==> src/rtl/stdlib_rr_grant_oh.sv <==
// rtl/stdlib_rr_grant_oh.sv - round-robin arbiter with registered one-hot grant and valid/ready handshake
module stdlib_rr_grant_oh #(
    parameter int N  = 4,
    parameter int PW = (N > 1) ? $clog2(N) : 1
) (
    input  logic         clk,
    input  logic         reset_n,
    input  logic [N-1:0] io_req,
    input  logic         io_out_ready,
    output logic         io_out_valid,
    output logic [N-1:0] io_grant_oh
);

    // Two-bit encoding so that a corrupted state has somewhere defined to go.
    typedef enum logic [1:0] {
        IDLE = 2'b00,
        HOLD = 2'b01
    } state_e;

    state_e        state_q;
    logic [PW-1:0] ptr_q;
    logic [N-1:0]  grant_q;
    logic          valid_q;

    logic [PW-1:0] win_idx;
    logic [PW-1:0] ptr_d;
    logic [N-1:0]  others;
    logic [N-1:0]  pick_idle;
    logic [N-1:0]  pick_fire;

    // First set bit of req scanning p, p+1, ... N-1, 0, ... p-1; zero if req is empty.
    function automatic logic [N-1:0] pick(input logic [N-1:0] req, input logic [PW-1:0] p);
        logic [N-1:0] res;
        logic         found;
        int           idx;
        res   = '0;
        found = 1'b0;
        for (int i = 0; i < N; i++) begin
            idx = (int'(p) + i) % N;
            if (!found && req[idx]) begin
                res[idx] = 1'b1;
                found    = 1'b1;
            end
        end
        return res;
    endfunction

    // Index of the single set bit; the grant register is one-hot by construction.
    function automatic logic [PW-1:0] oh_to_idx(input logic [N-1:0] oh);
        logic [PW-1:0] idx;
        idx = '0;
        for (int i = 0; i < N; i++) begin
            if (oh[i]) begin
                idx = idx | PW'(i);
            end
        end
        return idx;
    endfunction

    // Successor index with explicit wrap so non-power-of-two N never reaches N.
    function automatic logic [PW-1:0] next_idx(input logic [PW-1:0] i);
        if (int'(i) >= N - 1) begin
            return '0;
        end
        return i + PW'(1);
    endfunction

    // Candidate grants for the IDLE start and for back-to-back service after a fire.
    always_comb begin
        win_idx   = oh_to_idx(grant_q);
        ptr_d     = next_idx(win_idx);
        others    = io_req & ~grant_q;
        pick_idle = pick(io_req, ptr_q);
        pick_fire = pick(others, ptr_d);
    end

    // Arbitration FSM: grant is captured on entry to HOLD and only changes on fire.
    always_ff @(posedge clk or negedge reset_n) begin
        if (!reset_n) begin
            state_q <= IDLE;
            ptr_q   <= '0;
            grant_q <= '0;
            valid_q <= 1'b0;
        end else begin
            case (state_q)
                IDLE: begin
                    if (|io_req) begin
                        grant_q <= pick_idle;
                        valid_q <= 1'b1;
                        state_q <= HOLD;
                    end else begin
                        grant_q <= '0;
                        valid_q <= 1'b0;
                    end
                end
                HOLD: begin
                    if (io_out_ready) begin
                        ptr_q <= ptr_d;
                        if (|others) begin
                            grant_q <= pick_fire;
                        end else if (!(|(io_req & grant_q))) begin
                            grant_q <= '0;
                            valid_q <= 1'b0;
                            state_q <= IDLE;
                        end
                    end
                end
                default: begin
                    grant_q <= '0;
                    valid_q <= 1'b0;
                    state_q <= IDLE;
                end
            endcase
        end
    end

    assign io_out_valid = valid_q;
    assign io_grant_oh  = grant_q;

endmodule

==> config.mk <==
export PLATFORM = sky130hd
export DESIGN_NAME = stdlib_rr_grant_oh
export DESIGN_NICKNAME = d
export VERILOG_FILES = /design/src/rtl/stdlib_rr_grant_oh.sv
export SDC_FILE = /design/constraint.sdc
export NUM_CORES = 1
export LEC_CHECK = 0
export ABC_AREA = 0
export CORE_UTILIZATION = 55
export CTS_CLUSTER_DIAMETER = 120
export CTS_CLUSTER_SIZE = 14
export DETAILED_ROUTE_END_ITERATION = 12
export GPL_TIMING_DRIVEN = 0
export PLACE_DENSITY_LB_ADDON = 0.05
export SKIP_LAST_GASP = 1
export SYNTH_ARGS = -nofsm -noshare
export SYNTH_HDL_FRONTEND = slang
export SYNTH_SLANG_ARGS = --single-unit
==> constraint.sdc <==
create_clock -name clk -period 7.65 [get_ports clk]
set_input_delay 1.53 -clock clk [delete_from_list [all_inputs] [get_ports clk]]
set_output_delay 1.53 -clock clk [all_outputs]
set_load 0.005 [all_outputs]
==> results of run 1 <==
layout make-up:
cell class	instances	area (µm²)
timing repair buffer	11	110.1
buffer	5	28.78
fill	164	649.4
sequential	8	200.2
tap	27	33.78
multi-input combinational	96	878.3
clock buffer	3	22.52
inverter	9	38.79
registers in the layout, indices dropped and copies added, names as in the netlist:
name          count
io_grant_oh       4
ptr_q             2
io_out_valid      1
state_q           1
worst min path at each step:
stage | from | endpoint | slack [ns] | cells past startpoint
finish | io_out_valid | io_out_valid | 0.48 | 1
CTS | io_out_valid | io_out_valid | 0.48 | 1
global placement | io_out_valid | io_out_valid | 0.47 | 1
detailed placement | io_out_valid | io_out_valid | 0.47 | 1
floorplan | io_out_valid | io_out_valid | 0.47 | 1
global route | io_out_valid | io_out_valid | 0.51 | 1
report_power, final:
| group | switching [mW] | internal, mW | total (mW) |
|---|---|---|---|
| sequential | 0.0263 | 0.0578 | 0.0840 |
| combinational | 0.208 | 0.183 | 0.391 |
| clock | 0.0123 | 0.0178 | 0.0302 |
| total | 0.247 | 0.259 | 0.506 |
worst max-delay path, stage by stage:
cell	delay (ns)
clkdlybuf4s50_1	0.44
clkbuf_1	0.24
mux4_2	0.55
nor4b_2	0.46
a22oi_1	0.18
a21oi_1	0.21
a211o_1	0.13
Yosys cell counts, drive strengths merged (3+ instances only):
cell type | count | area (µm²)
o22ai | 3 | 18.77
a21oi | 6 | 30.03
nand2 | 11 | 41.29
a22o | 4 | 35.03
dfrtp | 8 | 200.2
ha | 15 | 187.7
mux2i | 3 | 30.03
o21ai | 3 | 15.01
a221oi | 5 | 43.79
nor2 | 4 | 15.01
mux4 | 5 | 112.6
buf | 3 | 21.27
inv | 9 | 38.79
layer usage:
metal  share of wire, %  vias to the layer above
li1                   -                      490
met1                 48                      493
met2                 46                       40
met3                5.3                        4
met4                1.1                        0
met5                  0                        -
cell families after synthesis:
group,count (synthesis),synth area share (%)
DFF,8,17.47
and+or+nand+nor,35,18.34
muxes,10,14.41
buffers and inverters,14,5.896
adders and majority gates,15,16.38
AOI/OAI and AO/OA,36,27.51
cell usage in the layout (no fill, tap or decap), types with 2 or more instances in the layout:
cell             synthesis  routed
a221oi_1                 5       5
clkbuf_1                 2       2
dfrtp_1                  8       8
buf_2                    2       2
nand3_1                  2       2
a22oi_1                  2       2
ha_1                    15      15
inv_1                    8       8
clkbuf_4                 0       3
mux4_2                   5       5
o22ai_1                  3       3
a22o_1                   4       4
nor2b_1                  2       2
nand2_1                 11      11
clkdlybuf4s50_1          0      11
mux2_2                   2       2
o221ai_1                 2       2
and2b_4                  2       2
nand2b_1                 2       2
nor2_1                   4       4
a21oi_1                  6       6
mux2i_1                  3       3
o21ai_0                  2       2
metrics by stage:
stage / std cells / instance area, µm² / setup slack [ns] / utilization, %
floorplan: 118 / 1146 / 4.566 / -
global placement: 156 / 1290 / 3.854 / 65.75
detailed placement: 156 / 1290 / 3.883 / 65.75
CTS: 159 / 1313 / 4.141 / 66.90
global route: 159 / 1313 / 3.901 / 66.90
finish: 159 / 1313 / 4.098 / 66.90
==> impl_results.md, run 1 <==
* Drt drc at 0
* Mapped Cells at 118
* Core ar. at between 1500 and 2000 µm²
* GR met2 Demand/Resource at 39.45%
* GR Util All Layers at 24.98%
* Post-cts sizing count at 0
* Hold Violations, Final at 0
* Final Max Slew Viols at 0
* Critical Path Start: io_req[1]
* Critical path class: input port to flip-flop
* Gr busiest metal: met2
* CTS Sinks at 8
* RSZ-0062 raised after global routing: false
* Worst setup SP type: input port
* Drt wl/cell at approximately 17 µm
* Status: complete, no violations
* Yosys reg bits at 8
* Fmax at 281.6 MHz
* Slew at the pin with the worst max-slew slack at 0.6692 ns
* Worst hold slack at 0.4771 ns
* Drt first pass iters at 5
* Largest net degree at the start of global routing at 12
* H-tree depth at 1
* Die Wd at 47.65 µm
* Port bufs at 11
* Setup Fix Bufs, Post-CTS at 0
* Reg2reg end: io_grant_oh[0]
* CP Max Fanout at 10
* CTS Buf Count at 3
* CP endpoint: io_grant_oh[2]
* DP Wirelength at between 2000 and 2500 µm
* MaxCap Viol Count at 0
* Area Growth Syn to Fin at 14.52%
* Die Y-Extent at about 48 µm
* Async set-or-reset flop fraction in the synthesized netlist at 100.0%
* Diodes inserted at 0
* Sequential area share after synthesis at 17.47%
* Worst setup EP type: flip-flop
* Layout cell share with drive strength beyond 1 at 16.67%
* R2R Path Start: io_grant_oh[3]
* Leak at 0.5347 nW
* DR vias/cell at 6.459
* WL final at between 2000 and 3000 µm
* Nets at 156
* Total power at 0.5055 mW
* First-pass GRT wire length at 4015 µm
* Hold_buf cts at 0
* Routability congestion estimate at 0.9072
* Gr ovfl total at 0
* Met1 usage at 35.27%
* Post-layout min period at 3.552 ns
* Synthesized cell area at 1146 µm²
* Antenna Nets Post-Route at 0
* Starting Density at ~58%
* Mapped Avg Cell Area at between 9 and 10 µm²
* Root Driver: clkbuf_4
* Crit path arrival time at 3.73 ns
* GRT met3 Usage at 6.038%
* Slew headroom at 55.22%
* Final period utilization at 46.43%
* VDD IR-drop max at 0.0002192 V
* Ys flop type: dfrtp_1
* Setup TNS at 0 ns
* Post-Syn Nets at 140
* IO Pins at 12
* WP data required at between 7 and 8 ns
* YS warnings at 0
* Clock Skew at 0.002427 ns
* Min-delay worst type: flip-flop to flip-flop
* Die area at 2271 µm²
* Vias at 1,027
* DRT iter0 DRCs at 40
* Final setup violation count at 0
* Synth cell types at between 40 and 50
* CTS tree: yes
* Post-synth EDFFs at 0
* Pwr dens at 385.2 nW/µm²
* Reg2reg path depth at 8
* Number of global-route vias before repair at 900
* Clock tree buffer depth at 2
* Row count at 16
* Initial antenna violation count at 0
* Worst-Skew Late Latency at approximately 0.25 ns
* Clk slew on worst S/H paths at 0.05 ns
* FF-to-FF setup slack at roughly 4.5 ns
(Power assumes the default switching activity.)
==> run 2: changes to the inputs <==
- clock period: 7.65 -> 3.65 ns (I/O delays scaled with it)
==> results of run 2 <==
The final DEF is identical to that of run 1. Status: complete, no violations.
Among the figures that moved: setup slack after placement 3.883 ns -> 0.5129 ns; setup slack after layout 4.098 ns -> 0.4717 ns; start point of the critical path io_req[1] -> io_grant_oh[3]; end point of the critical path io_grant_oh[2] -> io_grant_oh[0]; register-to-register setup slack 4.47 ns -> 0.47 ns; total power 0.5055 mW -> 1.060 mW; worst IR drop on VDD 0.0002192 V -> 0.0004594 V
==> variant 1 (config.mk and constraints of run 1) <==
The parameter `N` goes from 4 to 8.
--- a/src/rtl/stdlib_rr_grant_oh.sv
+++ b/src/rtl/stdlib_rr_grant_oh.sv
@@ -1,6 +1,6 @@
 // rtl/stdlib_rr_grant_oh.sv - round-robin arbiter with registered one-hot grant and valid/ready handshake
 module stdlib_rr_grant_oh #(
-    parameter int N  = 4,
+    parameter int N  = 8,
     parameter int PW = (N > 1) ? $clog2(N) : 1
 ) (
     input  logic         clk,
Interface: changed (resized io_grant_oh and io_req); port bits go from 12 to 20. The function was not compared with the original's and may differ.
==> variant 1 against run 1 <==
Count of clock-buffer cells in the layout rose by 1; global-route usage rose by 8.9 points; synthesized cell count rose to 3.4 times the old value; synthesized area rose to 2.8 times the old value; die area rose to 2.7 times the old value; final area rose to 2.6 times the old value; final cell count rose to 3.1 times the old value; setup slack got worse by 2.1 ns; sequential cell count rose by 5; routed wire length rose to 3.7 times the old value.
Power is left out: the tool's default activity adds up to more than one toggle a clock period on the data nets, which glitch-free logic cannot reach.
==> variant 1: results (changes against run 1) <==
gp_congestion: 1.012  # +12%
cts_buffer_depth: 2  # unchanged
diodes: 0  # unchanged
cts_inserted_buffers: 3  # unchanged
port_buffers: 17  # +6
fillers: 539  # +230%
min-delay-start: "io_out_valid"
hold_path_depth: 2  # +1
synthArstFlopShare_pct: 100.0  # unchanged
grt_max_degree: 14  # +2
hold_end: "io_out_valid"
vias_per_cell: 7.133  # +10%
cts-htree-levels: 1  # unchanged
synthFlopType: "dfrtp_1"
antenna_found_initial: 0  # unchanged
drtIter0Drc: 529  # +1200%
r2r-end: "io_grant_oh[1]"
fin_skew_ns: 0.002462  # +0.00003534 ns
crit_fanout: 11  # +1
ys_top_cells_by_area: "mux4_2 (12%), dfrtp_1 (10%), nand2_1 (7.0%)"
cts_setup_buffers: 0  # unchanged
num-nets-final: 452  # +190%
arrival_ns: 5.81  # +2.08 ns
status: "finished, final reports clean"
drt_pass1_iterations: 6  # +1
cts-resized-gates: 0  # unchanged
hold_path.class: "register to register"
dpl-instance-area_sq_um: 3432  # +170%
ff2ff_path_depth: 16  # +8
tightest_slew_ns: 0.7222  # +0.05300 ns
grt_pass1_vias: 3239  # +260%
grtUsageTotal_pct: 33.87  # +8.9 points
timing.rr.start: "io_grant_oh[5]"
ys_seq_area_share_pct: 10.26  # -7.2 points
final_common_cell: "nand2_1"
r2r_setup_slack_ns: 2.01  # -2.46 ns
ys_warn_count: 0  # unchanged
insertion_delay_ns: 0.24
grt_first_pass_wirelength_microns: 16420  # +310%
largest_register_ffs: 8  # +4
clkTransAtPathRegs_ns: 0.05  # about the same
overflow: 0  # unchanged
syn_nets: 430  # +210%
clockRootBuffer: "clkbuf_8"
synthDistinctLibCells: 74  # +57%
layout-drive-gt1-share_pct: 11.27  # -5.4 points
synthTopCellsByCount: "nand2_1 (59), nor2_1 (25), nand3_1 (24), o21ai_0 (22), clkbuf_1 (18)"
hpwl_microns: 7629  # +270%
drt-wirelength-per-cell_microns: 19.98  # +18%
[variant 1: changes by cell type after synthesis, moves of 8 or more]
cell	run 1	this run
nand2_1	11	59
nand3_1	2	24
nor2_1	4	25
o21ai_0	2	22
clkbuf_1	2	18
mux4_2	5	17
nor3_1	0	12
a22oi_1	2	11
mux2i_1	3	12
a21oi_1	6	14
nand2b_1	2	10
nand4_1	1	9
[variant 1: stage by stage]
step           cells  util, %  hold WS [ns]  setup WS, ns
6_report         498    62.76        0.4813         2.010
5_1_grt          498    62.76        0.5095         1.724
4_1_cts          498    62.76        0.4866         2.165
3_5_place_dp     494    61.95        0.4728         2.177
3_3_place_gp     494    61.95        0.4610         2.167
2_1_floorplan    405        -        0.4680         2.978
[variant 1: layout make-up]
class	instances	area, sq um	area share (%)
plain buffers	27	122.6	3.526
clock buffers	4	45.04	1.295
inverters	12	47.55	1.367
multi-input cells	353	2676	76.97
flip-flops and latches	13	325.3	9.356
well taps	72	90.09	2.591
repair buffers	17	170.2	4.894
[variant 1: logic make-up (layout without fill, tap and decap cells)]
| family | Yosys count | count (layout) | share of synthesized area [%] |
|---|---|---|---|
| DFF | 13 | 13 | 10.26 |
| adders and majority gates | 14 | 14 | 5.523 |
| AOI/OAI and AO/OA | 112 | 112 | 25.44 |
| xor gates and xnor gates | 8 | 8 | 2.446 |
| buffers and inverters | 39 | 60 | 5.365 |
| muxes | 38 | 38 | 20.55 |
| and+or+nand+nor | 181 | 181 | 30.41 |
[variant 1: worst max-delay path by stage]
stage / start / to / cells past startpoint
floorplan: io_grant_oh[5] / io_grant_oh[1] / 17
global placement: io_grant_oh[5] / io_grant_oh[1] / 16
detailed placement: io_grant_oh[5] / io_grant_oh[1] / 17
CTS: io_grant_oh[5] / io_grant_oh[1] / 16
global route: io_grant_oh[5] / io_grant_oh[1] / 17
finish: io_grant_oh[5] / io_grant_oh[1] / 16
[variant 1: worst max-delay path, stage by stage, from the launching register on]
cell       delay, ns
dfrtp_1         0.50
nor4_4          0.70
inv_4           0.15
buf_2           0.23
buf_1           0.31
ha_1            0.30
ha_1            0.30
nor4b_1         0.52
a22oi_1         0.21
buf_2           0.27
ha_1            0.35
mux4_2          0.53
nand4bb_4       0.29
nand2b_4        0.19
a2111oi_4       0.44
nand3_1         0.13
nand4_1         0.12
[variant 1: per-layer routing]
| layer | up-vias | wire length [microns] | GRT usage [%] | part of all wire [%] |
|---|---|---|---|---|
| li1 | 1610 | - | - | - |
| met1 | 1693 | 4624 | 51.34 | 46 |
| met2 | 230 | 4289 | 51.86 | 43 |
| met3 | 19 | 947 | 5.059 | 9.5 |
| met4 | 0 | 90 | 3.889 | 0.90 |
| met5 | - | 0 | 0 | 0 |
==> variant 2 (settings of run 1) <==
Made on the original files. Make the reset (`reset_n`) synchronous in one clocked block.
--- a/src/rtl/stdlib_rr_grant_oh.sv
+++ b/src/rtl/stdlib_rr_grant_oh.sv
@@ -75,7 +75,7 @@
     end
 
     // Arbitration FSM: grant is captured on entry to HOLD and only changes on fire.
-    always_ff @(posedge clk or negedge reset_n) begin
+    always_ff @(posedge clk) begin
         if (!reset_n) begin
             state_q <= IDLE;
             ptr_q   <= '0;
Behaviour: not the same (Yosys sat finds a counterexample within 4 cycles, from zero or initial values and one cycle with reset_n low; the reset may be asserted at any time).
==> variant 2 against run 1 <==
Count of clock-buffer cells in the layout unchanged; die area increased by 13%; setup slack improved by 0.040 ns; largest cell class unchanged; routed wire length increased by 14%; hold slack got worse by 0.011 ns; synthesized area increased by 14%; sequential cell count unchanged; global-route usage increased by 2.2 points; final area increased by 12%.
Power is not compared: it rests on default switching activity, and its combinational part moved more than twofold at a synthesized area within 25%.
==> variant 2: results (changes against run 1) <==
status: "finished, final reports clean"
met1_length_microns: 1550  # +21%
grtUsageTotal_pct: 27.15  # +2.2 points
cts_setup_buffers: 0  # unchanged
r2r_setup_slack_ns: 4.88  # +0.41 ns
insertion_delay_ns: 0.27  # +0.02 ns
drt_pass1_iterations: 4  # -1
synthFlopType: "dfxtp_1"
clock_power_share_pct: 13.5
vias_per_cell: 6.445  # -0.22%
drt-total-wl_microns: 3083  # +14%
synthDistinctLibCells: 55  # +17%
fin_skew_ns: 0.009051  # +0.006624 ns
min-delay-start: "io_out_valid"
synthTopCellsByCount: "ha_1 (15), nand2_1 (13), dfxtp_1 (8), nand3_1 (7)"
post-place-ws_ns: 3.888  # +0.004790 ns
fin_util_pct: 66.46  # -0.44 points
num-nets-final: 178  # +14%
ys_top_cells_by_area: "ha_1 (14%), dfxtp_1 (12%), mux4_2 (5.2%)"
grtUsageMet2_pct: 46.22  # +6.8 points
grt_util_met1_pct: 35.08  # -0.19 points
hold_path_depth: 1  # unchanged
avgSynthCellArea_sq_um: 9.304  # -4.2%
vias: 1173  # +14%
grt.met3_usage_pct: 2.727  # -3.3 points
port_buffers: 11  # unchanged
ys_seq_area_share_pct: 12.30  # -5.2 points
layout-drive-gt1-share_pct: 20.13  # +3.5 points
arrival_ns: 3.71  # -0.02 ns
gp_congestion: 0.8825  # -2.7%
r2r-end: "io_grant_oh[2]"
drtIter0Drc: 21  # -48%
ff2ff_path_depth: 9  # +1
grt_pass1_vias: 1132  # +26%
synthArstFlopShare_pct: 0  # -100 points
dr_wl_met2_microns: 1422  # +15%
timing.rr.start: "io_grant_oh[3]"
syn_nets: 162  # +16%
hold_end: "io_out_valid"
dpl-instance-area_sq_um: 1448  # +12%
crit_path_top_delay_cell: "clkdlybuf4s50_1"
grt_max_degree: 11  # -1
crit_start: "io_req[3]"
p_clk_mw: 0.0347
grt_first_pass_wirelength_microns: 5244  # +31%
cp-endpoint: "io_grant_oh[3]"
dr_wl_met3_microns: 57  # -60%
fillers: 204  # +24%
holdWs_ns: 0.4666  # -0.01053 ns
relSlewSlack_pct: 65.36  # +10 points
hpwl_microns: 2324  # +12%
-- variant 2: cell types whose count changed after synthesis, moves of 4 or more --
cell and change:
buf_6 +4, dfrtp_1 -8, a21oi_1 -6, dfxtp_1 +8, nand3_1 +5
-- variant 2: cell families (layout without fill, tap and decap cells) --
family | Yosys count | after routing | share of synthesized area [%]
compound gates | 40 | 40 | 29.49
fa+ha+maj | 15 | 15 | 14.41
buf+inv | 16 | 30 | 8.453
flops | 8 | 8 | 12.30
mux | 5 | 5 | 6.724
simple gates | 56 | 56 | 28.63
-- variant 2: final cells by class --
| cell class | instances | area share, % |
|---|---|---|
| Buffer | 11 | 6.213 |
| Timing Repair Buffer | 11 | 7.489 |
| Multi-Input combinational cell | 116 | 70.21 |
| Tap cell | 28 | 2.383 |
| Sequential cell | 8 | 10.89 |
| Clock buffer | 3 | 1.532 |
| Inverter | 5 | 1.277 |
